==> src/rtl/dma_channel_arbiter_pkg.sv <==
// Shared definitions for the DMA channel arbiter slice.
// Holds the controller FSM state encoding, the transfer direction encoding
// and the default channel count / address width used by the interface and top.
package dma_pkg;

    localparam int DMA_NCH = 4;   // channels sharing the single engine
    localparam int DMA_AW  = 10;  // address and word-count width

    typedef enum logic [2:0] {
        ST_IDLE    = 3'd0,
        ST_HOLD    = 3'd1,
        ST_GRANT   = 3'd2,
        ST_XFER    = 3'd3,
        ST_RELEASE = 3'd4
    } dma_state_e;

    // 0: IO -> DRAM (IOR/MEMW), 1: DRAM -> IO (MEMR/IOW)
    typedef enum logic {
        DIR_IO2DRAM = 1'b0,
        DIR_DRAM2IO = 1'b1
    } dma_dir_e;

endpackage

==> src/rtl/dma_channel_arbiter_if.sv <==
// Bus bundle between the DMA arbiter, the CPU hold handshake, the
// configuration port and the DMA engine.
//   slave  : arbiter side (requests/config/HLDA/eng_eop in; DACK/HRQ/eng_*/tc out)
//   master : environment side (the mirror image)
interface dma_channel_arbiter_if
    import dma_pkg::*;
#(
    parameter int NCH = DMA_NCH,
    parameter int AW  = DMA_AW
);
    localparam int CW = (NCH > 1) ? $clog2(NCH) : 1;

    logic [NCH-1:0] DREQ;
    logic [NCH-1:0] DACK;
    logic           HRQ;
    logic           HLDA;
    logic           cfg_we;
    logic [CW-1:0]  cfg_ch;
    logic [AW-1:0]  cfg_dram;
    logic [AW-1:0]  cfg_io;
    logic [AW-1:0]  cfg_cnt;
    logic           cfg_dir;
    logic [NCH-1:0] cfg_mask;
    logic           eng_start;
    logic [AW-1:0]  eng_dram;
    logic [AW-1:0]  eng_io;
    logic [AW-1:0]  eng_cnt;
    logic           eng_dir;
    logic           eng_abort;
    logic           eng_eop;
    logic [NCH-1:0] tc;

    modport master (
        output DREQ, HLDA, cfg_we, cfg_ch, cfg_dram, cfg_io, cfg_cnt, cfg_dir,
               cfg_mask, eng_eop,
        input  DACK, HRQ, eng_start, eng_dram, eng_io, eng_cnt, eng_dir,
               eng_abort, tc
    );

    modport slave (
        input  DREQ, HLDA, cfg_we, cfg_ch, cfg_dram, cfg_io, cfg_cnt, cfg_dir,
               cfg_mask, eng_eop,
        output DACK, HRQ, eng_start, eng_dram, eng_io, eng_cnt, eng_dir,
               eng_abort, tc
    );

endinterface

==> src/rtl/dma_channel_arbiter_rr_pick.sv <==
// Round-robin picker: returns the first set bit of elig_i at or after ptr_i,
// wrapping modulo NCH. Purely combinational.
//   elig_i  : eligible channel vector
//   ptr_i   : round-robin starting index
//   valid_o : at least one channel eligible
//   idx_o   : winning channel index
module rr_pick #(
    parameter int NCH = 4,
    parameter int CW  = 2
) (
    input  logic [NCH-1:0] elig_i,
    input  logic [CW-1:0]  ptr_i,
    output logic           valid_o,
    output logic [CW-1:0]  idx_o
);

    // Scan from the farthest offset down to offset 0 so the closest eligible
    // channel to the pointer is the last (winning) assignment.
    always_comb begin
        valid_o = 1'b0;
        idx_o   = '0;
        for (int k = NCH - 1; k >= 0; k--) begin
            if (elig_i[(int'(ptr_i) + k) % NCH]) begin
                valid_o = 1'b1;
                idx_o   = CW'((int'(ptr_i) + k) % NCH);
            end
        end
    end

endmodule

==> src/rtl/dma_channel_arbiter.sv <==
// DMA channel arbiter: round-robin grants one of NCH channels to a single
// DMA engine, runs the CPU HRQ/HLDA hold handshake, launches/aborts the
// engine and keeps sticky per-channel terminal-count flags.
//   CLK, RST_N : clock, asynchronous active-low reset
//   bus        : slave modport of dma_channel_arbiter_if (requests, config,
//                hold handshake, engine control, tc flags)
module dma_channel_arbiter
    import dma_pkg::*;
#(
    parameter int NCH = DMA_NCH,
    parameter int AW  = DMA_AW
) (
    input  logic                  CLK,
    input  logic                  RST_N,
    dma_channel_arbiter_if.slave  bus
);

    localparam int CW = (NCH > 1) ? $clog2(NCH) : 1;

    dma_state_e     state_q, state_d;
    logic [CW-1:0]  sel_q, sel_d;
    logic [CW-1:0]  rr_ptr_q, rr_ptr_d;
    logic           hrq_q, hrq_d;
    logic [NCH-1:0] dack_q, dack_d;
    logic [NCH-1:0] tc_q, tc_d;
    logic           start_q, start_d;
    logic           abort_q, abort_d;
    logic           load_eng;

    logic [AW-1:0]  dram_q [NCH];
    logic [AW-1:0]  io_q   [NCH];
    logic [AW-1:0]  cnt_q  [NCH];
    dma_dir_e       dir_q  [NCH];

    logic [AW-1:0]  eng_dram_q, eng_io_q, eng_cnt_q;
    dma_dir_e       eng_dir_q;

    logic [NCH-1:0] elig;
    logic [NCH-1:0] cfg_hit;
    logic           cfg_ok;
    logic           pick_valid;
    logic [CW-1:0]  pick_idx;
    logic [NCH-1:0] sel_onehot;

    // The selected channel's registers are frozen for the whole grant cycle.
    assign cfg_ok     = bus.cfg_we && ((state_q == ST_IDLE) || (bus.cfg_ch != sel_q));
    assign sel_onehot = NCH'(1) << sel_q;

    genvar gi;
    for (gi = 0; gi < NCH; gi++) begin : g_ch
        assign cfg_hit[gi] = cfg_ok && (bus.cfg_ch == CW'(gi));
        assign elig[gi]    = bus.DREQ[gi] & ~bus.cfg_mask[gi] &
                             (cnt_q[gi] != '0) & ~tc_q[gi];
    end

    rr_pick #(.NCH(NCH), .CW(CW)) u_rr_pick (
        .elig_i  (elig),
        .ptr_i   (rr_ptr_q),
        .valid_o (pick_valid),
        .idx_o   (pick_idx)
    );

    always_ff @(posedge CLK or negedge RST_N) begin
        if (!RST_N) begin
            for (int i = 0; i < NCH; i++) begin
                dram_q[i] <= '0;
                io_q[i]   <= '0;
                cnt_q[i]  <= '0;
                dir_q[i]  <= DIR_IO2DRAM;
            end
        end else begin
            for (int i = 0; i < NCH; i++) begin
                if (cfg_hit[i]) begin
                    dram_q[i] <= bus.cfg_dram;
                    io_q[i]   <= bus.cfg_io;
                    cnt_q[i]  <= bus.cfg_cnt;
                    dir_q[i]  <= dma_dir_e'(bus.cfg_dir);
                end
            end
        end
    end

    always_comb begin
        state_d  = state_q;
        sel_d    = sel_q;
        rr_ptr_d = rr_ptr_q;
        hrq_d    = hrq_q;
        dack_d   = dack_q;
        tc_d     = tc_q;
        start_d  = 1'b0;
        abort_d  = 1'b0;
        load_eng = 1'b0;
        unique case (state_q)
            ST_IDLE: begin
                if (pick_valid) begin
                    state_d = ST_HOLD;
                    sel_d   = pick_idx;
                    hrq_d   = 1'b1;
                end
            end
            ST_HOLD: begin
                if (bus.HLDA) begin
                    state_d  = ST_GRANT;
                    dack_d   = sel_onehot;
                    start_d  = 1'b1;
                    load_eng = 1'b1;
                end
            end
            ST_GRANT, ST_XFER: begin
                if (!bus.HLDA) begin
                    // CPU reclaimed the bus: cancel without touching tc/rr_ptr.
                    state_d = ST_IDLE;
                    abort_d = 1'b1;
                    dack_d  = '0;
                    hrq_d   = 1'b0;
                end else if (state_q == ST_GRANT) begin
                    state_d = ST_XFER;
                end else if (bus.eng_eop) begin
                    state_d     = ST_RELEASE;
                    tc_d[sel_q] = 1'b1;
                    rr_ptr_d    = (sel_q == CW'(NCH - 1)) ? '0 : sel_q + CW'(1);
                    dack_d      = '0;
                    hrq_d       = 1'b0;
                end
            end
            ST_RELEASE: begin
                if (!bus.HLDA) begin
                    state_d = ST_IDLE;
                end
            end
            default: state_d = ST_IDLE;
        endcase
        if (cfg_ok) begin
            tc_d[bus.cfg_ch] = 1'b0;
        end
    end

    always_ff @(posedge CLK or negedge RST_N) begin
        if (!RST_N) begin
            state_q    <= ST_IDLE;
            sel_q      <= '0;
            rr_ptr_q   <= '0;
            hrq_q      <= 1'b0;
            dack_q     <= '0;
            tc_q       <= '0;
            start_q    <= 1'b0;
            abort_q    <= 1'b0;
            eng_dram_q <= '0;
            eng_io_q   <= '0;
            eng_cnt_q  <= '0;
            eng_dir_q  <= DIR_IO2DRAM;
        end else begin
            state_q  <= state_d;
            sel_q    <= sel_d;
            rr_ptr_q <= rr_ptr_d;
            hrq_q    <= hrq_d;
            dack_q   <= dack_d;
            tc_q     <= tc_d;
            start_q  <= start_d;
            abort_q  <= abort_d;
            if (load_eng) begin
                eng_dram_q <= dram_q[sel_q];
                eng_io_q   <= io_q[sel_q];
                eng_cnt_q  <= cnt_q[sel_q];
                eng_dir_q  <= dir_q[sel_q];
            end
        end
    end

    assign bus.DACK      = dack_q;
    assign bus.HRQ       = hrq_q;
    assign bus.eng_start = start_q;
    assign bus.eng_abort = abort_q;
    assign bus.eng_dram  = eng_dram_q;
    assign bus.eng_io    = eng_io_q;
    assign bus.eng_cnt   = eng_cnt_q;
    assign bus.eng_dir   = eng_dir_q;
    assign bus.tc        = tc_q;

endmodule

==> src/flat_wrapper.sv <==
// flat-port wrapper written by rule: the top's interface ports become plain ports
module dma_channel_arbiter_flat import dma_pkg::*;
#(
    parameter int NCH = DMA_NCH,
    parameter int AW  = DMA_AW
)
  (CLK, RST_N, bus_DREQ, bus_HLDA, bus_cfg_we, bus_cfg_ch, bus_cfg_dram, bus_cfg_io, bus_cfg_cnt, bus_cfg_dir, bus_cfg_mask, bus_eng_eop, bus_DACK, bus_HRQ, bus_eng_start, bus_eng_dram, bus_eng_io, bus_eng_cnt, bus_eng_dir, bus_eng_abort, bus_tc);
  dma_channel_arbiter_if #(.NCH(NCH), .AW(AW)) bus_i ();
  input  logic CLK;
  input  logic RST_N;
  input wire logic [$bits(bus_i.DREQ)-1:0] bus_DREQ;
  input wire logic [$bits(bus_i.HLDA)-1:0] bus_HLDA;
  input wire logic [$bits(bus_i.cfg_we)-1:0] bus_cfg_we;
  input wire logic [$bits(bus_i.cfg_ch)-1:0] bus_cfg_ch;
  input wire logic [$bits(bus_i.cfg_dram)-1:0] bus_cfg_dram;
  input wire logic [$bits(bus_i.cfg_io)-1:0] bus_cfg_io;
  input wire logic [$bits(bus_i.cfg_cnt)-1:0] bus_cfg_cnt;
  input wire logic [$bits(bus_i.cfg_dir)-1:0] bus_cfg_dir;
  input wire logic [$bits(bus_i.cfg_mask)-1:0] bus_cfg_mask;
  input wire logic [$bits(bus_i.eng_eop)-1:0] bus_eng_eop;
  output wire logic [$bits(bus_i.DACK)-1:0] bus_DACK;
  output wire logic [$bits(bus_i.HRQ)-1:0] bus_HRQ;
  output wire logic [$bits(bus_i.eng_start)-1:0] bus_eng_start;
  output wire logic [$bits(bus_i.eng_dram)-1:0] bus_eng_dram;
  output wire logic [$bits(bus_i.eng_io)-1:0] bus_eng_io;
  output wire logic [$bits(bus_i.eng_cnt)-1:0] bus_eng_cnt;
  output wire logic [$bits(bus_i.eng_dir)-1:0] bus_eng_dir;
  output wire logic [$bits(bus_i.eng_abort)-1:0] bus_eng_abort;
  output wire logic [$bits(bus_i.tc)-1:0] bus_tc;
  assign bus_i.DREQ = bus_DREQ;
  assign bus_i.HLDA = bus_HLDA;
  assign bus_i.cfg_we = bus_cfg_we;
  assign bus_i.cfg_ch = bus_cfg_ch;
  assign bus_i.cfg_dram = bus_cfg_dram;
  assign bus_i.cfg_io = bus_cfg_io;
  assign bus_i.cfg_cnt = bus_cfg_cnt;
  assign bus_i.cfg_dir = bus_cfg_dir;
  assign bus_i.cfg_mask = bus_cfg_mask;
  assign bus_i.eng_eop = bus_eng_eop;
  assign bus_DACK = bus_i.DACK;
  assign bus_HRQ = bus_i.HRQ;
  assign bus_eng_start = bus_i.eng_start;
  assign bus_eng_dram = bus_i.eng_dram;
  assign bus_eng_io = bus_i.eng_io;
  assign bus_eng_cnt = bus_i.eng_cnt;
  assign bus_eng_dir = bus_i.eng_dir;
  assign bus_eng_abort = bus_i.eng_abort;
  assign bus_tc = bus_i.tc;
  dma_channel_arbiter #(.NCH(NCH), .AW(AW)) u_core (.CLK(CLK), .RST_N(RST_N), .bus(bus_i));
endmodule
==> config.mk <==
export PLATFORM = sky130hd
export DESIGN_NAME = dma_channel_arbiter_flat
export DESIGN_NICKNAME = d
export VERILOG_FILES = /design/src/rtl/dma_channel_arbiter_pkg.sv /design/src/rtl/dma_channel_arbiter_if.sv /design/src/rtl/dma_channel_arbiter_rr_pick.sv /design/src/rtl/dma_channel_arbiter.sv /design/src/flat_wrapper.sv
export SDC_FILE = /design/constraint.sdc
export NUM_CORES = 1
export LEC_CHECK = 0
export CAP_MARGIN = 20
export CORE_MARGIN = 3
export CORE_UTILIZATION = 60
export CTS_CLUSTER_DIAMETER = 100
export DETAILED_ROUTE_END_ITERATION = 6
export HOLD_SLACK_MARGIN = 0.08
export PLACE_DENSITY = 0.95
export SETUP_SLACK_MARGIN = 0.02
export SLEW_MARGIN = 15
export SYNTH_ARGS = -nofsm -noshare
export SYNTH_HDL_FRONTEND = slang
export SYNTH_SLANG_ARGS = --single-unit
==> constraint.sdc <==
create_clock -name CLK -period 3.25 [get_ports CLK]
set_input_delay 0.325 -clock CLK [delete_from_list [all_inputs] [get_ports CLK]]
set_output_delay 0.325 -clock CLK [all_outputs]
set_load 0.02 [all_outputs]
# After elaboration in Yosys (flattened, before gate mapping)
# Index checks and enable logic that the tools add are counted.
# word_totals
elab_cells	172
output_inout_bits	42
register_bits	173
inputBits	46
# op_classes
n_shift	1
n_bitwise	28
add_sub_neg	4
reduce_logical	25
eq_ne	15
order_cmp	9
mux	62
# ops
cell	n
binary-select mux 10 bit (select 2 bit)	3
2-to-1 mux 10 bit	6
nonzero test 10 bit	4
2-to-1 mux 4 bit	9
2-to-1 mux 1 bit	23
2-to-1 mux 3 bit	6
AND reduction 4 bit	4
bitwise AND 1 bit	12
less-than comparator 3 x 4 -> 1 bit, second input constant	3
one-hot mux 3 bit (4 select lines)	1
binary-select mux 1 bit (select 2 bit)	5
2-to-1 mux 2 bit	5
less-than comparator 2 x 3 -> 1 bit, second input constant	3
inverter 1 bit	9
one-hot mux 4 bit (2 select lines)	1
OR reduction 2 bit	4
logical AND 1 bit	7
equality test 2 bit, second input constant	3
equality test 3 x 2 -> 1 bit, second input constant	2
!= test 3 bit, second input constant	2
adder 2 x 1 -> 2 bit, second input constant	2
adder 2 bit, second input constant	2
bitwise AND 4 bit	1
demux 1 bit (select 2 bit)	2
20 further kinds	25

# Logic depth before layout (Yosys ltp)
# depth
depth_word	13
ltp_mapped	8

# By module
# A second synthesis with hierarchy kept.
# hier_totals
hier_cells	488
hier_area_um2	7556.0
# by_module_without_submodules
module	instances	area_per_inst_um2	cells_per_inst
dma_channel_arbiter	1	7478.4	475
rr_pick	1	77.6	13

# Least setup slack after synthesis
# OpenSTA, ideal clock, no wires.
# synth_timing
path_kind	register -> register
startpoint	reg u_core.state_q[1]
endpoint	reg u_core.cnt_q[39] (netlist name)
required_time_ps	3125
synth_period_minus_slack_ps	1850
setup_time_ps	125
path_slack_ps	1400
path_stages_with_launch	8
arrival_ps	1725
cell_sequence	dfrtp_1 > buf_6 > nor3_2 > nor3_1 > or4b_1 > buf_2 > buf_6 > mux2_4
# synth_between
elab_chain_len	4
# synth_lines
item	line_no	text
start, declared	dma_channel_arbiter.sv:20	dma_state_e state_q, state_d;
start signal, assigned	dma_channel_arbiter.sv:153	state_q <= state_d;
zero test 3 bit	dma_channel_arbiter.sv:46	assign cfg_ok = bus.cfg_we && ((state_q == ST_IDLE) || (bus.cfg_ch != sel_q));
logical OR 1 bit	dma_channel_arbiter.sv:46	
logical AND 1 bit	dma_channel_arbiter.sv:46	
logical AND 1 bit	dma_channel_arbiter.sv:51	assign cfg_hit[gi] = cfg_ok && (bus.cfg_ch == CW'(gi));
end signal, assigned by index	dma_channel_arbiter.sv:76	cnt_q[i] <= bus.cfg_cnt;
end, declared	dma_channel_arbiter.sv:32	logic [AW-1:0] cnt_q [NCH];
# Every way passes these cells.
# A chain may end at the register's enable or synchronous reset.

# Worst setup path in the final report
# layout_timing
startpoint	reg u_core.cnt_q[22] (netlist name)
endpoint	reg u_core.sel_q[1]
# layout_between
elab_chain_len	11
# layout_lines
item	line_no	text
nonzero test 10 bit *	dma_channel_arbiter.sv:53	(cnt_q[gi] != '0) & ~tc_q[gi];
bitwise AND 1 bit *	dma_channel_arbiter.sv:52	assign elig[gi] = bus.DREQ[gi] & ~bus.cfg_mask[gi] &
bitwise AND 1 bit *	dma_channel_arbiter.sv:53	
binary-select mux 1 bit (select 2 bit)	dma_channel_arbiter_rr_pick.sv:23	if (elig_i[(int'(ptr_i) + k) % NCH]) begin
2-to-1 mux 1 bit (implied by the code) (2 in a row)	dma_channel_arbiter_rr_pick.sv:23	
2-to-1 mux 1 bit (4 in a row)	dma_channel_arbiter_rr_pick.sv:23	
AND reduction 2 bit (no line)	--	
end signal, assigned	dma_channel_arbiter.sv:154	sel_q <= sel_d;
end, declared	dma_channel_arbiter.sv:21	logic [CW-1:0] sel_q, sel_d;
# Every way passes the cells marked *; elsewhere a longest branch is shown, timed or not. The select of a mux whose other input is x is not followed.

==> results.cfg <==
[status]
outcome = finished clean

[power]
internal_power_mw = 6.18
seqPwrFrac_pct = 41.4
switching_share_pct = 31.1
peakVddDrop_mv = 0.746
power_per_cell_area_nw_per_um2 = 962
net_switching_power_of_the_design_mw = 2.79
p_comb_share_pct = 36.0
leakage_nw = 3.94
p_clk_share_pct = 22.6

[detailed_routing]
final_antenna_net_count = 0
drc = 0
detailedRoute.firstIterationViolations = 440
drt-wirelength-per-cell_microns = 22.1
vias_per_instance = 6.09
route.vias.total = 4619
first_pass_iters = 5
drt_wl_total_microns = 16700

[clock_tree]
cts_hold_buffers = 1
htree_num_levels = 4
root_buffer = sky130_fd_sc_hd__clkbuf_16
max-clock-path-buffers = 2
numClockSinks = 173
postCtsResizedCells = 0
number_of_buffers_created_by_cts = 17
clk-insertion-delay-late_ns = 0.42
cts.repair_timing.setup_buffer_count = 0
cts_tree = built
clk_transition_reported_paths_ns = 0.06

[synth]
synth_area_sq_um = 7630
postSynthRegisterBits = 173
yosys_warning_count = 0
number_of_standard_cells_after_synthesis = 487
distinct_cell_type_count_after_synthesis = 33
syn_nets = 537
yosysSeqAreaShare_pct = 56.7
syn_area_per_cell_sq_um = 15.7
synth_largest_area_cell = sky130_fd_sc_hd__dfrtp_1
netlist.area_leader.share_pct = 56.7
ys_top_cells_by_area = sky130_fd_sc_hd__dfrtp_1 (57%), sky130_fd_sc_hd__mux2_2 (19%), sky130_fd_sc_hd__mux4_2 (9.2%)

[sta]
skew_ns = 0.00868
setup_tns_ns = 0
slew_limit_headroom_pct = 32.2
max_freq_mhz = 370
timing.final.crit_period_ns = 2.70
finalSetupViolCount = 0
period_utilization_pct = 83.1
rsz_0062_raised_after_global_routing = no
worst_pin_slew_ns = 1.00
timing_hold_violations_final = 0
hold_slack_ns = 0.504
count_of_pins_over_their_slew_limit = 0

[setup_path]
worst_r2r_path_depth = 4
cp-end-kind = register
setup.worst_path.class = reg -> reg
required_time_at_the_worst_slack_endpoint_ns = 3.50
crit_path_start_kind = register
worst-r2r-setup-slack_ns = 0.55
worst_setup_path_endpoint = u_core.sel_q[1]
worst-path-max-fanout = 5
regToRegEndpoint = u_core.sel_q[1]
crit_path_start = u_core.cnt_q[22]
regToRegStartpoint = u_core.cnt_q[22]
timing.critical_path.arrival_ns = 2.95

[grt]
wire_length_of_the_first_global_routing_pass_microns = 27700
largest_net_degree_at_the_start_of_global_routing = 96
gr-usage-all-layers_pct = 25.5
globalRouteOverflowTotal = 0
grt_antenna_before_repair = 0
via_count_of_the_first_global_routing_pass = 5151

[min_path]
worst_hold_path_type = reg -> reg

[floorplan]
fp.coreArea_sq_um = 12200
initial_core_util_pct = 62.5
number_of_placed_i_o_pins = 88
floorplan.die.width_microns = 119
die_area_sq_um = 14100
die_y_microns = 119
core.rowCount = 40

[layout]
post_layout_nonfiller_instances = 759
fillerInstances = 724
final_core_util_pct = 76.3
finalInstanceArea_sq_um = 9320
num-nets-final = 628
antenna-diode-count = 0
signed_area_change_from_the_synthesized_netlist_to_the_final_layout_pct = 22.2
post_route_cells_drive_above_1_share_pct = 40.8

[placed_design]
detailed_place_hpwl_microns = 10800
numPlacedInstances = 726
gpl.final_weighted_congestion = 0.889
placement.io_buffers = 87
post_dp_cell_area_sq_um = 8710

[run]
maxCapViolations = 0
placed cells by master, fill, tap and decap left out, types with 2 or more instances in the layout:
| master | n |
|---|---|
| sky130_fd_sc_hd__dfrtp_1 | 171 |
| sky130_fd_sc_hd__mux2_2 | 127 |
| sky130_fd_sc_hd__clkdlybuf4s50_1 | 86 |
| sky130_fd_sc_hd__mux4_2 | 31 |
| sky130_fd_sc_hd__mux2_4 | 29 |
| sky130_fd_sc_hd__clkbuf_16 | 17 |
| sky130_fd_sc_hd__nor2_1 | 14 |
| sky130_fd_sc_hd__nand2_1 | 13 |
| sky130_fd_sc_hd__nor4_1 | 10 |
| sky130_fd_sc_hd__inv_1 | 9 |
| sky130_fd_sc_hd__a21oi_1 | 8 |
| sky130_fd_sc_hd__buf_4 | 7 |
| sky130_fd_sc_hd__o21ai_0 | 6 |
| sky130_fd_sc_hd__o31ai_1 | 6 |
| sky130_fd_sc_hd__a31oi_1 | 5 |
| sky130_fd_sc_hd__or3b_2 | 4 |
| sky130_fd_sc_hd__ha_1 | 4 |
| sky130_fd_sc_hd__clkinv_2 | 4 |
| sky130_fd_sc_hd__clkbuf_8 | 4 |
| sky130_fd_sc_hd__nand2b_1 | 3 |
| sky130_fd_sc_hd__buf_12 | 3 |
| sky130_fd_sc_hd__nor2b_1 | 2 |
| sky130_fd_sc_hd__a31oi_4 | 2 |
| sky130_fd_sc_hd__nand3_1 | 2 |
| sky130_fd_sc_hd__clkinvlp_4 | 2 |
| sky130_fd_sc_hd__clkinv_4 | 2 |
| sky130_fd_sc_hd__bufinv_16 | 2 |
| sky130_fd_sc_hd__dfrtp_2 | 2 |
Yosys cell counts:
library cell and count:
sky130_fd_sc_hd__a21oi_1 8, sky130_fd_sc_hd__mux2_2 127, sky130_fd_sc_hd__a311o_1 1, sky130_fd_sc_hd__nor2b_1 2
sky130_fd_sc_hd__clkbuf_1 3, sky130_fd_sc_hd__inv_1 9, sky130_fd_sc_hd__nor2_1 15, sky130_fd_sc_hd__or4b_1 1
sky130_fd_sc_hd__a32oi_1 1, sky130_fd_sc_hd__nand2_1 13, sky130_fd_sc_hd__dfrtp_1 173, sky130_fd_sc_hd__a31oi_1 7
sky130_fd_sc_hd__and3_1 1, sky130_fd_sc_hd__nand3b_1 1, sky130_fd_sc_hd__a211oi_1 1, sky130_fd_sc_hd__mux4_2 31
sky130_fd_sc_hd__ha_1 4, sky130_fd_sc_hd__nand3_1 2, sky130_fd_sc_hd__o21ai_0 6, sky130_fd_sc_hd__o211ai_1 1
sky130_fd_sc_hd__nor3_2 1, sky130_fd_sc_hd__o221ai_1 1, sky130_fd_sc_hd__mux2_4 29, sky130_fd_sc_hd__nor3_1 1
sky130_fd_sc_hd__or3b_2 4, sky130_fd_sc_hd__buf_1 1, sky130_fd_sc_hd__o41ai_1 1, sky130_fd_sc_hd__nor4_1 10
sky130_fd_sc_hd__buf_6 4, sky130_fd_sc_hd__buf_2 18, sky130_fd_sc_hd__o31ai_1 6, sky130_fd_sc_hd__nand2b_1 3
sky130_fd_sc_hd__a211o_1 1
metrics by stage:
| stage | power, mW | setup WS (ns) |
|---|---|---|
| after floorplan | 5.73 | 1.40 |
| after global placement | 6.70 | 0.941 |
| after detailed placement | 6.92 | 0.818 |
| after CTS | 9.02 | 0.759 |
| after global routing | 9.42 | 0.457 |
| final | 8.97 | 0.550 |
power groups by stage:
stage / clock [mW] / combinational [mW] / sequential (mW)
floorplan: 0 / 1.96 / 3.77
finish: 2.03 / 3.23 / 3.71
detailed placement: 0 / 3.22 / 3.71
CTS: 2.06 / 3.26 / 3.71
global placement: 0 / 3.08 / 3.62
global route: 2.16 / 3.44 / 3.82
how the worst min path moves through the flow:
stage	from	end	slack (ns)	depth (start not counted)
after floorplan	RST_N	u_core.bus.DACK[0]	0.03	0
after global placement	RST_N	u_core.bus.eng_abort	0.45	1
after detailed placement	RST_N	u_core.bus.DACK[2]	0.46	1
after CTS	u_core.dram_q[15]	u_core.dram_q[15]	0.50	1
after global routing	u_core.dram_q[3]	u_core.dram_q[3]	0.51	1
final	u_core.dram_q[15]	u_core.dram_q[15]	0.50	1
registers in the layout, summed over array words and instances, names as in the netlist:
| signal | flops |
|---|---|
| u_core.bus.tc | 4 |
| u_core.bus.eng_abort | 1 |
| u_core.io_q | 40 |
| u_core.cnt_q | 40 |
| u_core.bus.eng_dram | 10 |
| u_core.bus.eng_dir | 1 |
| u_core.dir_q | 4 |
| u_core.bus.eng_io | 10 |
| u_core.rr_ptr_q | 2 |
| u_core.bus.eng_cnt | 10 |
| u_core.bus.DACK | 4 |
| u_core.sel_q | 2 |
| u_core.bus.HRQ | 1 |
| u_core.bus.eng_start | 1 |
| u_core.dram_q | 40 |
| u_core.state_q | 3 |
worst max-delay path, cell delays in order (launching register included):
cell,delay (ns)
sky130_fd_sc_hd__dfrtp_1,0.40
sky130_fd_sc_hd__nor4_1,0.59
sky130_fd_sc_hd__a31oi_1,0.36
sky130_fd_sc_hd__o41ai_1,0.95
sky130_fd_sc_hd__o31ai_1,0.22
area by class of cell:
type / instances / area, sq um / share of cell area [%]
multi-input cells: 279 / 3150 / 33.8
inverters: 9 / 33.8 / 0.362
flip-flops and latches: 173 / 4330 / 46.5
clock buffers: 22 / 484 / 5.19
repair buffers: 98 / 995 / 10.7
clock inverters: 10 / 113 / 1.21
well taps: 168 / 210 / 2.26
layer usage:
layer / global-route usage [%] / part of all wire, % / up-vias
li1: - / - / 1991
met1: 32.4 / 40 / 2441
met2: 43.5 / 53 / 162
met3: 6.56 / 5.8 / 25
met4: 7.46 / 1.3 / 0
met5: 0 / 0 / -
kinds of logic after synthesis:
kind of cell    share of synthesized area (%)
simple gates                             3.71
mux                                      33.6
flops                                    56.7
buf+inv                                  2.41
fa+ha+maj                               0.656
compound gates                           2.87
Note: power is estimated with default switching activity, not from simulation.
